## config.mk

```make
export PLATFORM = sky130hd
export DESIGN_NAME = swire_master
export DESIGN_NICKNAME = d
export VERILOG_FILES = /design/src/rtl/swire_pkg.sv /design/src/rtl/swire_sync.sv /design/src/rtl/swire_master.sv
export SDC_FILE = /design/constraint.sdc
export NUM_CORES = 1
export LEC_CHECK = 0
export ABC_AREA = 1
export CORE_ASPECT_RATIO = 1.5
export CORE_UTILIZATION = 35
export CTS_CLUSTER_DIAMETER = 100
export DETAILED_ROUTE_END_ITERATION = 10
export GPL_ROUTABILITY_DRIVEN = 0
export PLACE_DENSITY_LB_ADDON = 0.12
export SLEW_MARGIN = 10
export SYNTH_ARGS = -nofsm -noshare
export SYNTH_HDL_FRONTEND = slang
export SYNTH_SLANG_ARGS = --single-unit
```

## constraint.sdc

```tcl
create_clock -name clk -period 2.13 [get_ports clk]
set_clock_uncertainty 0.1 [all_clocks]
set_input_delay 0.426 -clock clk [delete_from_list [all_inputs] [get_ports clk]]
set_output_delay 0.426 -clock clk [all_outputs]
set_load 0.1 [all_outputs]
```

## src/rtl/swire_pkg.sv

```systemverilog
// Shared types and constants for the single-wire serial master.
// Latency: none (definitions only).
// Backpressure: none (definitions only).
package swire_pkg;

  typedef enum logic [3:0] {
    IDLE,
    TX_START,
    TX_DATA,
    TX_STOP,
    TURN,
    RX_WAIT,
    RX_START,
    RX_DATA,
    RX_STOP
  } state_t;

  localparam logic [1:0] PULL_UP  = 2'b11;
  localparam logic [1:0] PULL_OFF = 2'b00;

  // Pull setting tied to the drive direction: pull off while driving, pull-up while released.
  function automatic logic [1:0] pull_for(input logic oen);
    return oen ? PULL_UP : PULL_OFF;
  endfunction

endpackage

```

## src/rtl/swire_sync.sv

```systemverilog
// Two-flop synchronizer for the pad DOUT, mapping X/Z to 1 (pull-up idle level).
// Latency: 2 clk cycles from pad to sync_out.
// Backpressure: none; free-running every cycle.
module swire_sync (
  input  logic clk,
  input  logic rstn,
  input  logic din,
  output logic sync_out
);

  logic din_clean;
  logic meta_q, meta_d;
  logic sync_q, sync_d;

  // Only a solid 0 reads as low; anything unknown is treated as the idle-high wire.
  always_comb begin
    din_clean = (din === 1'b0) ? 1'b0 : 1'b1;
    meta_d    = din_clean;
    sync_d    = meta_q;
  end

  // Synchronizer flops, reset to the idle-high level.
  always_ff @(posedge clk) begin
    if (!rstn) begin
      meta_q <= 1'b1;
      sync_q <= 1'b1;
    end else begin
      meta_q <= meta_d;
      sync_q <= sync_d;
    end
  end

  assign sync_out = sync_q;

endmodule

```

## src/rtl/swire_master.sv

```systemverilog
// Half-duplex single-wire master: sends one frame, optionally turns the wire around and receives one.
// Latency: TX frame (DW+2)*CLK_DIV cycles from accept; RX result pulses one cycle after the stop-bit sample.
// Backpressure: tx_ready only in IDLE; tx_valid outside IDLE is dropped, nothing is queued.
module swire_master
  import swire_pkg::*;
#(
  parameter int CLK_DIV      = 8,
  parameter int DW           = 8,
  parameter int TURN_BITS    = 2,
  parameter int TIMEOUT_BITS = 16
) (
  input  logic          clk,
  input  logic          rstn,
  input  logic          tx_valid,
  output logic          tx_ready,
  input  logic [DW-1:0] tx_data,
  input  logic          rx_en,
  output logic          rx_valid,
  output logic [DW-1:0] rx_data,
  output logic          rx_err,
  output logic          busy,
  output logic          DIN,
  output logic          OEN,
  output logic [1:0]    PULL,
  input  logic          DOUT
);

  localparam int CW     = (CLK_DIV > 1) ? $clog2(CLK_DIV) : 1;
  localparam int IMAX   = (DW > TURN_BITS) ? DW : TURN_BITS;
  localparam int IW     = $clog2(IMAX) + 1;
  localparam int TO_CYC = TIMEOUT_BITS * CLK_DIV;
  localparam int TW     = $clog2(TO_CYC) + 1;

  localparam logic [CW-1:0] CNT_LAST  = CW'(CLK_DIV - 1);
  localparam logic [CW-1:0] CNT_MID   = CW'(CLK_DIV / 2);
  localparam logic [IW-1:0] DATA_LAST = IW'(DW - 1);
  localparam logic [IW-1:0] TURN_LAST = IW'(TURN_BITS - 1);
  localparam logic [TW-1:0] TO_LAST   = TW'(TO_CYC - 1);

  state_t          state_q, state_d;
  logic [CW-1:0]   bit_cnt_q, bit_cnt_d;
  logic [IW-1:0]   bit_idx_q, bit_idx_d;
  logic [TW-1:0]   to_cnt_q, to_cnt_d;
  logic [DW-1:0]   tx_shift_q, tx_shift_d;
  logic            rx_en_q, rx_en_d;
  logic [DW-1:0]   rx_shift_q, rx_shift_d;
  logic            din_q, din_d;
  logic            oen_q, oen_d;
  logic [1:0]      pull_q, pull_d;
  logic            rx_valid_q, rx_valid_d;
  logic [DW-1:0]   rx_data_q, rx_data_d;
  logic            rx_err_q, rx_err_d;

  logic            dout_s;
  logic            bit_end;
  logic            in_rx;

  swire_sync u_sync (
    .clk      (clk),
    .rstn     (rstn),
    .din      (DOUT),
    .sync_out (dout_s)
  );

  assign bit_end = (bit_cnt_q == CNT_LAST);
  assign in_rx   = (state_q == RX_WAIT) || (state_q == RX_START);

  // State register and all datapath flops; reset releases the wire immediately.
  always_ff @(posedge clk) begin
    if (!rstn) begin
      state_q    <= IDLE;
      bit_cnt_q  <= '0;
      bit_idx_q  <= '0;
      to_cnt_q   <= '0;
      tx_shift_q <= '0;
      rx_en_q    <= 1'b0;
      rx_shift_q <= '0;
      din_q      <= 1'b1;
      oen_q      <= 1'b1;
      pull_q     <= PULL_UP;
      rx_valid_q <= 1'b0;
      rx_data_q  <= '0;
      rx_err_q   <= 1'b0;
    end else begin
      state_q    <= state_d;
      bit_cnt_q  <= bit_cnt_d;
      bit_idx_q  <= bit_idx_d;
      to_cnt_q   <= to_cnt_d;
      tx_shift_q <= tx_shift_d;
      rx_en_q    <= rx_en_d;
      rx_shift_q <= rx_shift_d;
      din_q      <= din_d;
      oen_q      <= oen_d;
      pull_q     <= pull_d;
      rx_valid_q <= rx_valid_d;
      rx_data_q  <= rx_data_d;
      rx_err_q   <= rx_err_d;
    end
  end

  // Next-state logic: bit timing, TX shifting, turnaround, RX start detection and sampling.
  always_comb begin
    state_d    = state_q;
    bit_cnt_d  = bit_end ? '0 : bit_cnt_q + 1'b1;
    bit_idx_d  = bit_idx_q;
    to_cnt_d   = to_cnt_q;
    tx_shift_d = tx_shift_q;
    rx_en_d    = rx_en_q;
    rx_shift_d = rx_shift_q;

    // Timeout spans the whole wait including rejected start bits; it saturates so a
    // glitch that straddles expiry still times out on return to RX_WAIT.
    if (in_rx && (to_cnt_q != TO_LAST)) begin
      to_cnt_d = to_cnt_q + 1'b1;
    end

    unique case (state_q)
      IDLE: begin
        bit_cnt_d = '0;
        if (tx_valid && tx_ready) begin
          state_d    = TX_START;
          tx_shift_d = tx_data;
          rx_en_d    = rx_en;
        end
      end
      TX_START: begin
        if (bit_end) begin
          state_d   = TX_DATA;
          bit_idx_d = '0;
        end
      end
      TX_DATA: begin
        if (bit_end) begin
          tx_shift_d = tx_shift_q >> 1;
          if (bit_idx_q == DATA_LAST) begin
            state_d = TX_STOP;
          end else begin
            bit_idx_d = bit_idx_q + 1'b1;
          end
        end
      end
      TX_STOP: begin
        if (bit_end) begin
          bit_idx_d = '0;
          state_d   = rx_en_q ? TURN : IDLE;
        end
      end
      TURN: begin
        if (bit_end) begin
          if (bit_idx_q == TURN_LAST) begin
            state_d  = RX_WAIT;
            to_cnt_d = '0;
          end else begin
            bit_idx_d = bit_idx_q + 1'b1;
          end
        end
      end
      RX_WAIT: begin
        bit_cnt_d = '0;
        // A start bit seen in the expiry cycle takes priority over the timeout.
        if (!dout_s) begin
          state_d = RX_START;
        end else if (to_cnt_q == TO_LAST) begin
          state_d = IDLE;
        end
      end
      RX_START: begin
        if (bit_cnt_q == CNT_MID) begin
          bit_cnt_d = '0;
          bit_idx_d = '0;
          state_d   = dout_s ? RX_WAIT : RX_DATA;
        end
      end
      RX_DATA: begin
        if (bit_end) begin
          rx_shift_d = {dout_s, rx_shift_q[DW-1:1]};
          if (bit_idx_q == DATA_LAST) begin
            state_d = RX_STOP;
          end else begin
            bit_idx_d = bit_idx_q + 1'b1;
          end
        end
      end
      RX_STOP: begin
        if (bit_end) begin
          state_d = IDLE;
        end
      end
      default: begin
        state_d = IDLE;
      end
    endcase
  end

  // Output logic: pad controls follow the upcoming state so they register in step with it.
  always_comb begin
    oen_d = 1'b1;
    din_d = 1'b1;
    unique case (state_d)
      TX_START: begin
        oen_d = 1'b0;
        din_d = 1'b0;
      end
      TX_DATA: begin
        oen_d = 1'b0;
        din_d = tx_shift_d[0];
      end
      TX_STOP: begin
        oen_d = 1'b0;
      end
      default: begin
        oen_d = 1'b1;
        din_d = 1'b1;
      end
    endcase
    pull_d = pull_for(oen_d);

    rx_valid_d = 1'b0;
    rx_err_d   = rx_err_q;
    rx_data_d  = rx_data_q;
    if ((state_q == RX_WAIT) && (state_d == IDLE)) begin
      rx_valid_d = 1'b1;
      rx_err_d   = 1'b1;
    end
    if ((state_q == RX_STOP) && (state_d == IDLE)) begin
      rx_valid_d = 1'b1;
      rx_err_d   = !dout_s;
      rx_data_d  = rx_shift_q;
    end
  end

  assign tx_ready = (state_q == IDLE);
  assign busy     = (state_q != IDLE);
  assign DIN      = din_q;
  assign OEN      = oen_q;
  assign PULL     = pull_q;
  assign rx_valid = rx_valid_q;
  assign rx_data  = rx_data_q;
  assign rx_err   = rx_err_q;

endmodule

```

== Word-level counts from Yosys, hierarchy flattened ==
Index checks and enable logic that the tools add are counted.

* Add/sub/neg operators: 3
* Multiply operators: 0
* Div/mod/pow operators: 0
* Magnitude comparators: 0
* Equality and inequality tests: 26
* Shifts and indexed selects: 0
* Muxes and demuxes: 41
* Bitwise logic cells: 0
* Reduce and logical (&&, ||, !) cells: 20

{| class="wikitable"
|+ Operators with widths
! kind !! count
|-
| $mux 4 || 19
|-
| $mux 8 || 6
|-
| $pmux 4 s9 || 1
|-
| $eq 4x3->1 const B || 5
|-
| $eq 4x2->1 const B || 4
|-
| $pmux 4 s4 || 1
|-
| $pmux 8 s2 || 1
|-
| $eq 4x1->1 const B || 3
|-
| $mux 3 || 3
|-
| $add 8x1->8 const B || 1
|-
| $eq 8x7->1 const B || 1
|-
| $logic_not 4->1 || 2
|-
| $ne 2x1->1 const B || 4
|-
| $ne 2x2->1 const B || 4
|-
| $ne 8x7->1 const B || 1
|-
| $reduce_bool 4->1 || 2
|-
| $reduce_and 7->1 || 1
|-
| $eq 3x3->1 const B || 2
|-
| $mux 1 || 6
|-
| $pmux 3 s2 || 1
|-
| $reduce_or 2->1 || 3
|-
| $add 4x1->4 const B || 1
|-
| $eq 4x4->1 const B || 1
|-
| $logic_and 1x1->1 || 4
|-
| 10 further kinds || 13
|}

* Bits in registers: 52
* Latch bits: 0
* Memory bits (writable): 0
* Bits in read-only memories: 0
* Input bits: 13
* Output and inout bits: 16
* Logic and storage cells: 106
* Memories kept: 0

== Depth between registers and ports, before layout ==
* Depth in word-level cells: 8
* Mapped depth: 15
* Depth with buffers taken out: 14

== Modules after synthesis ==
Synthesis repeated with hierarchy kept, for this count alone.

* Cell total of the unflattened synthesis: 355
* Area, all modules: 2453.6 um^2

{| class="wikitable"
|+ By module, submodules not included
! module !! times used !! cells an instance !! area each (um^2)
|-
| swire_master || 1 || 349 || 2398.6
|-
| swire_sync || 1 || 6 || 55.1
|}

== Least setup slack after synthesis ==
Ideal clock, no wire load.

* Path kind: flip-flop to flip-flop
* From: register state_q[1]
* To: register rx_err_q, in the netlist rx_err
* Library setup time: 64 ps
* Arrival: 2579 ps
* Required time: 1966 ps
* Setup slack: -613 ps
* Stages on the path, launching flop included: 15
* Path buffers: 2
* Period minus slack after synthesis: 2743 ps
* Cells stage by stage: dfxtp_1 -> buf_2 -> nor2_1 -> nand2_1 -> inv_2 -> nand2_2 -> nand2_2 -> nor2_4 -> nand2_2 -> nor2_2 -> buf_6 -> nand3_2 -> nand2_1 -> inv_1 -> nor2_1

* Cells in the longest elaborated chain, start to end: 7
* Elaborated cells on any way between the ends: 29
* Classes of those cells: 8 x eq/ne; 15 x mux; 6 x reduce/logical

{| class="wikitable"
|+ RTL lines
! item !! line !! RTL
|-
| start: declaration || swire_master.sv:40 || <nowiki>state_t state_q, state_d;</nowiki>
|-
| start signal: assignment || swire_master.sv:85 || <nowiki>state_q <= state_d;</nowiki>
|-
| $logic_not 4->1 * || swire_master.sv:232 || <nowiki>assign tx_ready = (state_q == IDLE);</nowiki>
|-
| via tx_ready || swire_master.sv:15 || <nowiki>output logic tx_ready,</nowiki>
|-
| $logic_and 1x1->1 || swire_master.sv:120 || <nowiki>if (tx_valid && tx_ready) begin</nowiki>
|-
| $mux 4 || swire_master.sv:120 ||
|-
| $pmux 4 s9 * || swire_master.sv:117 || <nowiki>unique case (state_q)</nowiki>
|-
| $logic_not 4->1 * || swire_master.sv:221, swire_master.sv:225 ||
|-
| $logic_and 1x1->1 (on tied branches) || swire_master.sv:225, swire_master.sv:221 ||
|-
| $mux 1 / $reduce_bool 2->1 (equally long branches) || n/a ||
|-
| end signal: assignment || swire_master.sv:97 || <nowiki>rx_err_q <= rx_err_d;</nowiki>
|-
| end: declaration || swire_master.sv:52 || <nowiki>logic rx_err_q, rx_err_d;</nowiki>
|}

Mark *: on every way through the listed nets, which the timed path passes. The rest lies on a longest branch.
A chain may end at the register's enable or synchronous reset.

== Worst setup path after layout ==
* From: register bit_cnt_q[1]
* To: register rx_err_q, in the netlist rx_err

* Cells in the longest elaborated chain, start to end: 6
* Elaborated cells on any way between the ends: 15
* Classes of those cells: 2 x eq/ne; 9 x mux; 4 x reduce/logical

{| class="wikitable"
|+ RTL lines
! item !! line !! RTL
|-
| start: declaration || swire_master.sv:41 || <nowiki>logic [CW-1:0] bit_cnt_q, bit_cnt_d;</nowiki>
|-
| start signal: assignment || swire_master.sv:86 || <nowiki>bit_cnt_q <= bit_cnt_d;</nowiki>
|-
| $eq 3x3->1 (on tied branches) || swire_master.sv:65, swire_master.sv:168 ||
|-
| $mux 4 (tied with other cells) || swire_master.sv:185 || <nowiki>if (bit_end) begin</nowiki>
|-
| $pmux 4 s9 * || swire_master.sv:117 ||
|-
| $logic_not 4->1 * || swire_master.sv:221, swire_master.sv:225 ||
|-
| $logic_and 1x1->1 (on tied branches) || swire_master.sv:225, swire_master.sv:221 ||
|-
| $mux 1 / $reduce_bool 2->1 (equally long branches) || n/a ||
|}

Mark *: on every way between the ends. The rest lies on a longest branch, timed or not.

==> impl_metrics.tcl <==
set metrics [dict create \
    drv_cap 0 \
    leakagePower_nw 1.42 \
    fin_crit_ns 1.98 \
    synth-edff-count 0 \
    synthAdderAreaFrac_pct 2.98 \
    clockBufferDepth 2 \
    setup_ws_ns 0.147 \
    grt_pass1_vias 2316 \
    worst_pin_slew_ns 0.438 \
    relSlewSlack_pct 70.7 \
    rows 37 \
    arrival_ns 2.09 \
    grt_overflow_total 0 \
    power.switching_uw 541 \
    floorplan.initialDensity_pct 36.5 \
    yosys.area_share.simple_pct 32.6 \
    layout_commonest_cell "nand2_1" \
    setup_violations 0 \
    p_int_mw 1.30 \
    dieArea_um2 7550 \
    antenna_cells 0 \
    cts_hold_buf 0 \
    syn_inst 367 \
    rsz0062_at_grt "yes" \
    crit_buf_inv 4 \
    port_buffers 28 \
    netlist_area_um2 2520 \
    max_stage_delay_ns 0.37 \
    clock_power_share_pct 32.1 \
    synth_top_family_by_area "simple AND/OR/NAND/NOR gates" \
    antenna_found_initial 0 \
    grt_max_degree 20 \
    synth.area.top_cells "dfxtp_1 (40%), nand2_1 (13%), inv_1 (8.0%), nor2_1 (6.4%), a21oi_1 (5.2%)" \
    die_w_um 71.3 \
    grt_pass1_wl_mm 10.1 \
    crit_type "register to register" \
    area_delta_synth_final_pct 26.4 \
    synth-main-ff-cell "dfxtp_1" \
    muxShareOfSynthArea_pct 0 \
    power_mw 1.84 \
    yosysTopAreaCellShare_pct 39.7 \
    cts_tree "yes" \
    wl_per_cell_um 12.0 \
    ir_drop_v 0.000411 \
    worstSetupStartpointType "register" \
    ys_seq_area_share_pct 39.7 \
    drt_iter0_markers 61 \
    yosysTopAreaCell "dfxtp_1" \
    hp-class "register to register" \
    synth_warnings 0 \
    synth_fp_nets 386 \
    swShare_pct 29.3 \
    fill_cells 715 \
    dieHeight_um 106 \
    multi_input_area_um2 1300 \
    max_freq_ghz 0.504 \
    drive_gt1_share_pct 22.5 \
    ys_async_sr_fraction_pct 0 \
    cts_inserted_buffers 5 \
    slew_viol_final 0 \
    place_ws_ns -0.0475 \
    clk_pin_slew_worst_paths_ns 0.10 \
    core_um2 6900 \
    end_kind "register" \
    place_hpwl_mm 4.55 \
    drc_errors 0 \
    clk_latency_ns 0.30 \
    synth_compound_area_share_pct 11.0 \
    io_pins 29 \
    h-tree-depth 2 \
    yosysUniqueCellTypes 36 \
    cp_cell_sequence "ha_4 -> ha_4 -> nand4_1 -> buf_4 -> buf_4 -> o22ai_2 -> nor2_4 -> buf_6 -> nand3_2 -> nand2_1 -> inv_1 -> nor2_1" \
    hold_viol 0 \
    critPathSlowestCell "dfxtp_2" \
    p_comb_share_pct 15.1 \
    outcome "finished, final reports clean" \
    grtUsageTotal_pct 17.0 \
    critPathMaxFanout 4 \
    worst_ep_required_time_ns 2.24 \
    postRouteAntennaNets 0 \
    powerDensity_nw_per_um2 579 \
    via_count 2365 \
    cts_sinks 50 \
    avgSynthCellArea_um2 6.87 \
    cts-root-buf "clkbuf_8" \
    critPathTopFamily "buffers and inverters" \
    mostFrequentLayoutCells "nand2_1 (80), inv_1 (52), dfxtp_1 (48), nor2_1 (40), buf_4 (33)" \
    regArea_um2 1000 \
    synth_seq_cells 50 \
    seqPwrFrac_pct 52.8 \
    firstDrtPassIters 4 \
    final_nets 432 \
    whs_ns 0.330 \
    synth_xor_area_share_pct 1.74 \
    period_share_pct 93.1 \
    postLayoutCoreUtil_pct 46.2 \
    viasPerCell 4.81 \
    drt_wl_total_mm 5.88 \
]
-- logic make-up after synthesis --
kind of cell               after synthesis
AOI/OAI and AO/OA                       49
xor gates and xnor gates                 5
and+or+nand+nor                        182
buffers and inverters                   75
adders and majority gates                6
DFF                                     50
-- path summary, 6_finish.rpt --
kind	start	end	slack [ns]	depth (start not counted)
worst max register to register	bit_cnt_q[1]$_SDFF_PN0_	rx_err$_SDFFE_PN0P_	0.15	12
worst max-delay path	bit_cnt_q[1]$_SDFF_PN0_	rx_err$_SDFFE_PN0P_	0.15	12
worst min register to register	u_sync.meta_q$_SDFF_PN1_	u_sync.sync_out$_SDFF_PN1_	0.33	1
worst min-delay path	u_sync.meta_q$_SDFF_PN1_	u_sync.sync_out$_SDFF_PN1_	0.33	1
-- per-layer routing --
| metal | part of all wire (%) | track usage, % | vias up |
|---|---|---|---|
| met5 | 0 | 0 | - |
| met4 | 4.3 | 8.14 | 0 |
| met3 | 1.9 | 2.84 | 16 |
| met2 | 53 | 31.9 | 35 |
| met1 | 41 | 17.9 | 1070 |
| li1 | - | - | 1244 |
-- power by group through the flow --
| stage | clock network [mW] | logic, mW | registers [mW] |
|---|---|---|---|
| 2_1_floorplan | 0 | 0.162 | 1.02 |
| 3_3_place_gp | 0 | 0.273 | 0.994 |
| 3_5_place_dp | 0 | 0.273 | 0.994 |
| 4_1_cts | 0.621 | 0.277 | 0.973 |
| 5_1_grt | 0.657 | 0.303 | 0.977 |
| 6_report | 0.593 | 0.278 | 0.974 |
-- final cells by class --
type	count	area share (%)
multi-input cells	242	40.9
inverters	64	7.70
clock buffers	5	2.16
repair buffers	50	13.9
flip-flops and latches	50	31.5
clock inverters	3	0.825
well taps	78	3.06
-- metrics by stage --
step           setup TNS (ns)  cell area (um2)  cells
2_1_floorplan               0             2530    367
4_1_cts                     0             3090    489
3_3_place_gp         -0.00534             2980    481
5_1_grt                -0.270             3190    492
3_5_place_dp           -0.347             2980    481
6_report                    0             3190    492
-- flip-flops by register name, summed over array words and instances, names as in the netlist --
register,flops
DIN,1
to_cnt_q,8
u_sync.sync_out,1
bit_idx_q,4
rx_en_q,1
rx_err,1
rx_data,8
state_q,4
bit_cnt_q,3
tx_shift_q,8
u_sync.meta_q,1
PULL,1
rx_shift_q,8
rx_valid,1
-- synthesized netlist by cell type (2+ instances only) --
library cell,number
nand2_1,88
inv_1,54
dfxtp_1,50
nor2_1,43
a21oi_1,26
nand3_1,12
nand4_1,12
o21ai_0,11
inv_2,8
nand2_2,7
ha_1,6
nor3_1,6
a22oi_1,5
clkbuf_1,4
xor2_1,4
buf_4,3
nor2_2,3
or2_2,3
buf_2,2
clkinv_1,2
nand3_2,2
o22ai_1,2
-- timing repair --
item	in CTS	in global routing
gates resized for setup	5	22
setup buffers	0	3
pin swaps	1	19
endpoints found under the setup margin	9	16
Power figures use the tool's default switching activity.
